==> config.mk <==
export PLATFORM = sky130hd
export DESIGN_NAME = vx_bank_req_arb
export DESIGN_NICKNAME = d
export VERILOG_FILES = /design/src/rtl/vx_bank_req_arb.sv
export SDC_FILE = /design/constraint.sdc
export NUM_CORES = 1
export LEC_CHECK = 0
export BUFFER_PORTS_ARGS = -buffer_cell sky130_fd_sc_hd__buf_2
export CAP_MARGIN = 20
export CORE_AREA = 2 2 181 183
export DETAILED_ROUTE_END_ITERATION = 8
export DIE_AREA = 0 0 183 185
export PLACE_DENSITY = 0.52
export SLEW_MARGIN = 20
export SYNTH_ARGS = -nofsm -noshare
export SYNTH_HDL_FRONTEND = slang
export SYNTH_SLANG_ARGS = --single-unit
==> constraint.sdc <==
create_clock -name clk -period 9.2 [get_ports clk]
set_input_delay 0.46 -clock clk [delete_from_list [all_inputs] [get_ports clk]]
set_output_delay 0.46 -clock clk [all_outputs]
set_load 0.05 [all_outputs]
==> src/rtl/vx_bank_req_arb.sv <==
// vx_bank_req_arb: admits one bank-matching request per cycle (round-robin) into a
// registered bank port, bounds in-flight requests and routes responses by requester index.
module vx_bank_req_arb #(
    parameter int unsigned NUM_REQS    = 4,
    parameter int unsigned ADDR_WIDTH  = 32,
    parameter int unsigned DATA_WIDTH  = 32,
    parameter int unsigned TAG_WIDTH   = 8,
    parameter int unsigned SEL_BITS    = 2,
    parameter int unsigned SEL_POS     = 2,
    parameter int unsigned BANK_ID     = 0,
    parameter int unsigned MAX_PENDING = 4,
    parameter int unsigned IDX_W       = (NUM_REQS > 1) ? $clog2(NUM_REQS) : 1
) (
    input  logic                           clk,
    input  logic                           reset,
    input  logic [NUM_REQS-1:0]            req_valid,
    input  logic [NUM_REQS-1:0]            req_rw,
    input  logic [NUM_REQS*ADDR_WIDTH-1:0] req_addr,
    input  logic [NUM_REQS*DATA_WIDTH-1:0] req_data,
    input  logic [NUM_REQS*TAG_WIDTH-1:0]  req_tag,
    output logic [NUM_REQS-1:0]            req_ready,
    output logic                           bank_req_valid,
    output logic                           bank_req_rw,
    output logic [ADDR_WIDTH-SEL_BITS-1:0] bank_req_addr,
    output logic [DATA_WIDTH-1:0]          bank_req_data,
    output logic [TAG_WIDTH+IDX_W-1:0]     bank_req_tag,
    input  logic                           bank_req_ready,
    input  logic                           bank_rsp_valid,
    input  logic [DATA_WIDTH-1:0]          bank_rsp_data,
    input  logic [TAG_WIDTH+IDX_W-1:0]     bank_rsp_tag,
    output logic                           bank_rsp_ready,
    output logic [NUM_REQS-1:0]            rsp_valid,
    output logic [DATA_WIDTH-1:0]          rsp_data,
    output logic [TAG_WIDTH-1:0]           rsp_tag,
    input  logic [NUM_REQS-1:0]            rsp_ready
);

    localparam int unsigned OUT_AW = ADDR_WIDTH - SEL_BITS;
    localparam int unsigned OTAG_W = TAG_WIDTH + IDX_W;
    localparam int unsigned CNT_W  = $clog2(MAX_PENDING + 1);

    typedef struct packed {
        logic                  rw;
        logic [OUT_AW-1:0]     addr;
        logic [DATA_WIDTH-1:0] data;
        logic [OTAG_W-1:0]     tag;
    } bank_req_t;

    logic [NUM_REQS-1:0] eligible;
    logic [OUT_AW-1:0]   strip_addr [NUM_REQS];

    // Per-requester bank match and select-field removal.
    for (genvar i = 0; i < NUM_REQS; i++) begin : g_req
        logic [ADDR_WIDTH-1:0] addr;
        assign addr = req_addr[i*ADDR_WIDTH +: ADDR_WIDTH];

        if (SEL_BITS == 0) begin : g_nosel
            assign eligible[i]   = req_valid[i];
            assign strip_addr[i] = addr;
        end else begin : g_sel
            assign eligible[i] = req_valid[i] &&
                                 (addr[SEL_POS +: SEL_BITS] == SEL_BITS'(BANK_ID));
            if (SEL_POS == 0) begin : g_low
                assign strip_addr[i] = addr[ADDR_WIDTH-1:SEL_BITS];
            end else if (SEL_POS + SEL_BITS < ADDR_WIDTH) begin : g_mid
                assign strip_addr[i] = {addr[ADDR_WIDTH-1:SEL_POS+SEL_BITS], addr[SEL_POS-1:0]};
            end else begin : g_top
                assign strip_addr[i] = addr[SEL_POS-1:0];
            end
        end
    end

    logic                 req_valid_q, req_valid_d;
    bank_req_t            req_q, req_d;
    logic [IDX_W-1:0]     rr_ptr_q, rr_ptr_d;
    logic [CNT_W-1:0]     pending_q, pending_d;

    logic [NUM_REQS-1:0]  elig_rot;
    logic [IDX_W-1:0]     rot_off;
    logic [IDX_W:0]       win_sum;
    logic [IDX_W-1:0]     win_idx;
    logic                 slot_free;
    logic                 credit;
    logic                 grant_en;
    logic                 rsp_fire;
    logic                 win_rw;
    logic [OUT_AW-1:0]    win_addr;
    logic [DATA_WIDTH-1:0] win_data;
    logic [TAG_WIDTH-1:0] win_tag;
    logic [IDX_W-1:0]     rsp_idx;

    // Rotate eligibility so the search starts at rr_ptr, then map the offset back.
    always_comb begin
        elig_rot = NUM_REQS'({eligible, eligible} >> rr_ptr_q);
        rot_off  = '0;
        for (int k = int'(NUM_REQS) - 1; k >= 0; k--) begin
            if (elig_rot[k]) rot_off = IDX_W'(k);
        end
        win_sum = (IDX_W+1)'(rr_ptr_q) + (IDX_W+1)'(rot_off);
        if (win_sum >= (IDX_W+1)'(NUM_REQS)) win_sum = win_sum - (IDX_W+1)'(NUM_REQS);
    end

    assign win_idx   = win_sum[IDX_W-1:0];
    assign slot_free = !req_valid_q || bank_req_ready;
    assign credit    = pending_q < CNT_W'(MAX_PENDING);
    assign grant_en  = reset && slot_free && credit && (|eligible);
    assign rsp_fire  = bank_rsp_valid && bank_rsp_ready;

    always_comb begin
        win_rw    = 1'b0;
        win_addr  = '0;
        win_data  = '0;
        win_tag   = '0;
        req_ready = '0;
        for (int i = 0; i < int'(NUM_REQS); i++) begin
            if (win_idx == IDX_W'(i)) begin
                win_rw       = req_rw[i];
                win_addr     = strip_addr[i];
                win_data     = req_data[i*DATA_WIDTH +: DATA_WIDTH];
                win_tag      = req_tag[i*TAG_WIDTH +: TAG_WIDTH];
                req_ready[i] = grant_en;
            end
        end
    end

    always_comb begin
        req_valid_d = req_valid_q;
        req_d       = req_q;
        rr_ptr_d    = rr_ptr_q;
        pending_d   = pending_q;

        if (grant_en) begin
            req_valid_d = 1'b1;
            req_d.rw    = win_rw;
            req_d.addr  = win_addr;
            req_d.data  = win_data;
            req_d.tag   = {win_tag, win_idx};
            rr_ptr_d    = (win_idx == IDX_W'(NUM_REQS - 1)) ? '0 : win_idx + IDX_W'(1);
        end else if (bank_req_ready) begin
            req_valid_d = 1'b0;
        end

        // A stray response at zero holds the counter rather than wrapping.
        if (grant_en && !rsp_fire) begin
            pending_d = pending_q + CNT_W'(1);
        end else if (!grant_en && rsp_fire && (pending_q != '0)) begin
            pending_d = pending_q - CNT_W'(1);
        end
    end

    always_ff @(posedge clk or negedge reset) begin
        if (!reset) begin
            req_valid_q <= 1'b0;
            req_q       <= '0;
            rr_ptr_q    <= '0;
            pending_q   <= '0;
        end else begin
            req_valid_q <= req_valid_d;
            req_q       <= req_d;
            rr_ptr_q    <= rr_ptr_d;
            pending_q   <= pending_d;
        end
    end

    assign bank_req_valid = req_valid_q;
    assign bank_req_rw    = req_q.rw;
    assign bank_req_addr  = req_q.addr;
    assign bank_req_data  = req_q.data;
    assign bank_req_tag   = req_q.tag;

    // Response path is a pure pass-through steered by the index carried in the tag.
    assign rsp_idx  = bank_rsp_tag[IDX_W-1:0];
    assign rsp_tag  = bank_rsp_tag[OTAG_W-1:IDX_W];
    assign rsp_data = bank_rsp_data;

    always_comb begin
        rsp_valid      = '0;
        bank_rsp_ready = 1'b0;
        for (int i = 0; i < int'(NUM_REQS); i++) begin
            if (rsp_idx == IDX_W'(i)) begin
                rsp_valid[i]   = bank_rsp_valid;
                bank_rsp_ready = rsp_ready[i];
            end
        end
    end

    rsp_underflow_a: assert property (@(posedge clk) disable iff (!reset)
        rsp_fire |-> (pending_q != '0));

    rsp_idx_range_a: assert property (@(posedge clk) disable iff (!reset)
        bank_rsp_valid |-> (32'(rsp_idx) < NUM_REQS));

endmodule
## Word-level counts from Yosys, hierarchy flattened

Cells that the tools add are included.
Widths: inputs -> output; s select.

- Muxes and demuxes: 38
- Eq/ne operators: 6
- Order comparisons: 2
- Reductions and logical operators: 25
- Shift-type cells: 1
- $add $sub $neg: 5

Operator list:

| cell | number |
|---|---|
| $mux 32 | 4 |
| $mux 30 | 4 |
| $mux 8 | 4 |
| $mux 1 | 18 |
| $logic_not 2->1 | 6 |
| $mux 2 | 6 |
| $logic_and 1x1->1 | 11 |
| $eq 2x2->1 const B | 4 |
| $shr 8x2->4 | 1 |
| $mux 3 | 2 |
| $eq 2x1->1 const B | 2 |
| $reduce_bool 2->1 | 2 |
| $reduce_or 4->1 | 1 |
| $add 2x2->3 | 1 |
| $add 3x1->3 const B | 1 |
| $ge 3x3->1 const B | 1 |
| $logic_not 1->1 | 3 |
| $lt 3x3->1 const B | 1 |
| $reduce_bool 3->1 | 1 |
| $sub 3x1->3 const B | 1 |
| $add 2x1->2 const B | 1 |
| $sub 2x1->2 const B | 1 |
| $logic_or 1x1->1 | 1 |

- Logic and storage cells: 84
- Register bits after elaboration: 79
- Output and inout bits: 123

## Logic depth before layout (Yosys ltp)

- Depth after elaboration: 15
- Mapped depth: 18

## Worst setup path after synthesis

Ideal clock, no wire load.

- Path type: input -> output
- Start: input req_addr[35]
- End: output req_ready[3]
- Stages on the path: 13
- Path slack: 5.237 ns
- Data arrival time: 3.503 ns
- Cell sequence: or3b_4 -> a2111oi_0 -> a21oi_1 -> o21ai_0 -> ha_1 -> xnor2_1 -> or3_4 -> nand2_1 -> ha_1 -> clkbuf_1 -> clkbuf_1 -> clkbuf_1 -> and2_1

- Cells in the longest elaborated chain, start to end: 12
- Elaborated cells on any way between the ends: 15
- Classes of those cells: add/sub: 2; order compare: 1; eq/ne: 1; shift: 1; mux: 6; reduce/logical: 4

Ends and longest elaborated chain:

| item | RTL line | RTL |
|---|---|---|
| start: declaration | 18 | `input logic [NUM_REQS*ADDR_WIDTH-1:0] req_addr,` |
| $logic_not 2->1 (*) | 62 | `(addr[SEL_POS +: SEL_BITS] == SEL_BITS'(BANK_ID));` |
| $logic_and 1x1->1 (*) | 61 | `assign eligible[i] = req_valid[i] &&` |
| $shr 8x2->4 (*) | 94 | `elig_rot = NUM_REQS'({eligible, eligible} >> rr_ptr_q);` |
| $mux 2 (3 in a row) | 97 | `if (elig_rot[k]) rot_off = IDX_W'(k);` |
| $mux 2 (*) | 97 |  |
| $add 2x2->3 (*) | 99 | `win_sum = (IDX_W+1)'(rr_ptr_q) + (IDX_W+1)'(rot_off);` |
| $ge 3x3->1 / $sub 2x1->2 (equally long branches) | 100 | `if (win_sum >= (IDX_W+1)'(NUM_REQS)) win_sum = win_sum - (IDX_W+1)'(NUM_REQS);` |
| $mux 2 (*) | 100 |  |
| via win_sum[1] | 80 | `logic [IDX_W:0] win_sum;` |
| $eq 2x2->1 (*) | 116 | `if (win_idx == IDX_W'(i)) begin` |
| $mux 1 (*) | 116 |  |
| end: declaration | 21 | `output logic [NUM_REQS-1:0] req_ready,` |

The timed path passes the listed nets; every way through them passes the cells marked *.

## Worst setup path in the final report

- Start: input req_addr[35]
- End: output req_ready[2]

The elaborated chain is that of the path after synthesis.

==> reports/results.txt <==
Dpl ws -> 4.41 ns
Unique masters post-synth -> 44
DIE HEIGHT -> 185 um
Inst Count DP -> 1454
Resized Gates After CTS -> 0
Static Leak -> 3.58 nW
Postcts setup bufs -> 0
Fin Setup TNS -> 0 ns
Worst path max stage delay -> 0.73 ns
Initial DRC count -> 217
Layout cells sized above 1 -> 40.1%
Crit share post-route -> 53.0%
Fillers -> 3611
Post-synthesis async set-or-reset flop share -> 100%
Setup ws final -> 4.32 ns
Crit path required time -> 8.74 ns
Wire per inst -> 16.9 um
Actual slew at the worst max-slew pin -> 0.832 ns
Average cell area after synthesis -> 7.91 sq um
Die X -> 183 um
CTS Buf Count -> 9
Critical path's slowest cell -> buf_4
Skew final -> 0.0104 ns
Worst skew pair latency -> 0.34 ns
Startpoint type of the worst setup path -> input pin
CP bufs+invs -> 3
Vias per cell -> 4.58
Final setup vio count -> 0
Die area -> 33900 sq um
Cell mode on critical path -> buf_2
GPL Wtd Cong -> 0.800
GRT Util Overall -> 13.9%
Number of synthesized flops with an enable pin -> 0
IO Count -> 469
Final Slew Violations -> 0
Starting Density -> 18.9%
Critical path, cell by cell -> buf_2 -> or3b_4 -> a2111oi_0 -> a21oi_1 -> o21ai_0 -> ha_1 -> xnor2_1 -> or3_4 -> nand2_1 -> ha_4 -> buf_4 -> and2_1 -> buf_2
Status -> finished, final reports clean
Mapped Cells -> 764
Htree depth -> 3
First-pass GRT wire length -> 36200 um
Area of the multi-input gates -> 3470 sq um
Register area -> 1980 sq um
Post-CTS Hold Fix Bufs -> 0
CP endpoint kind -> primary output
Core area -> 32000 sq um
Pwr Density -> 458 nW/um^2
Nets -> 1409
Fmax -> 0.205 GHz
Overflow left after global routing -> 0
Bufs on Longest Clock Path -> 2
WL final -> 24800 um
Rel. slew slack -> 44.5%
Commonest cells after routing, fill and taps aside -> buf_2 (387), nand2_1 (145), a21oi_1 (141), dfrtp_1 (79)
Kind of cell adding the most delay to the critical path -> simple AND/OR/NAND/NOR gates
CTS Sinks -> 79
Vias in the first global route -> 6425
Clock root buffer -> clkbuf_16
Residual DRC count -> 0
Non-Filler Instances -> 1468
Reg clk slew, reported paths -> 0.06 ns
Sequential cell area fraction in the yosys report -> 32.7%
VDD IR max -> 0.158 mV
Min Tclk post-route -> 4.88 ns
ANT cells -> 0
Synth Flop Type -> dfrtp_1
Max-cap violations -> 0
Min-Delay Path Class -> in2async
Number of core rows -> 66
Synthesized flop and latch total -> 79
DR vias -> 6725
Post-Syn Area -> 6040 sq um
Most common cell after layout, fill and taps aside -> buf_2
CP Data Arrival Time -> 4.42 ns
HPWL after DPL -> 19400 um
Yosys Warn Count -> 0
Crit Path Category -> in2out
Final Hold Fails -> 0
Detail Route Antenna Nets -> 0
Initial antenna violation count -> 2
Layout area overhead -> 37.6%
CTS tree -> built
RSZ-0062 raised after global routing -> false
Largest net degree at the start of global routing -> 81
Synthesized Nets -> 1116
Worst-path fanout max -> 80
Pre-antenna DRT Iters -> 4
Number of port buffers -> 388
-- routing by layer --
metal	part of all wire, %	vias to the layer above	wire length [um]	track usage [%]
li1	-	3271	-	-
met1	42	3121	10500	16.7
met2	48	310	11900	23.9
met3	7.8	19	1930	3.97
met4	1.8	4	451	4.38
met5	0.13	-	32	0
-- power by group --
group | switching [mW] | leakage, nW | internal, mW
Sequential | 0.107 | 0.926 | 0.525
Combinational | 1.91 | 2.49 | 0.831
Clock | 0.150 | 0.169 | 0.290
-- metrics by stage --
stage	hold slack [ns]	area (sq um)	power, mW	utilization, %
after global routing	0.121	8320	4.14	26.0
after CTS	0.0921	8320	3.87	26.0
after floorplan	0.164	6040	2.73	-
final	0.0970	8320	3.81	26.0
after global placement	0.468	7970	3.38	24.9
after detailed placement	0.473	7970	3.40	24.9
-- sequential cells by signal (all words and copies together), names as in the netlist --
signal / count
bank_req_data: 32
bank_req_addr: 30
bank_req_tag: 10
pending_q: 3
rr_ptr_q: 2
bank_req_rw: 1
bank_req_valid: 1
-- Yosys cell counts (all sizes together), types with 2 or more instances --
cell type	number	area [sq um]
dfrtp	79	1980
and2	5	31.3
o21bai	2	15.0
a21oi	141	706
or3b	2	22.5
nand2	146	556
nor2b	5	31.3
o2111ai	4	35.0
nor3	7	35.0
a311oi	2	17.5
ha	5	62.6
clkbuf	41	154
o21a	67	503
nand3b	68	510
buf	72	469
a221oi	4	35.0
nor3b	7	96.3
nor2	8	37.5
o211ai	68	510
o21ai	11	55.1
inv	5	18.8
-- worst reg2reg max path, stage by stage, from the launching register on --
cell and delay [ns]:
dfrtp_1 0.53, nor3_1 0.11, a311oi_1 0.28, o21ai_0 0.17, ha_1 0.22, xnor2_1 0.14
or3_4 0.41, nand2_1 0.17, ha_4 0.60, buf_4 0.80, a21oi_1 0.15, a21oi_1 0.29
o211ai_1 0.12, o21a_1 0.15
-- logic make-up (layout without fill, tap and decap cells) --
logic type	after synthesis	count (layout)	share of synthesized area, %
flops	79	79	32.7
fa+ha+maj	6	6	1.37
mux	2	2	0.538
buf+inv	118	414	10.6
simple gates	254	254	22.8
compound gates	304	304	31.8
xor+xnor	1	1	0.145
-- area by class of cell --
class	count	share of cell area (%)
clock buffer	10	2.75
clock inverter	4	1.44
inverter	5	0.226
multi-input combinational	567	41.7
sequential	79	23.8
tap	408	6.14
timing repair buffer	395	24.0
-- path summary, 6_finish.rpt --
path	endpoint	slack, ns	startpoint	cells after the start
setup / recovery	req_ready[2]	4.32	req_addr[35]	13
hold / removal	bank_req_tag[9]$_DFFE_PN0N_	0.1	reset	1
hold reg to reg	bank_req_tag[3]$_DFFE_PN0N_	0.48	bank_req_tag[3]$_DFFE_PN0N_	1
max in group asynchronous	bank_req_tag[6]$_DFFE_PN0N_	8.08	reset	2
setup reg to reg	bank_req_addr[13]$_DFFE_PN0N_	4.96	rr_ptr_q[0]$_DFFE_PN0N_	13
min in group clk	bank_req_valid$_DFFE_PN0P_	0.42	bank_req_ready	3
Note: power is estimated with default switching activity, not from simulation.
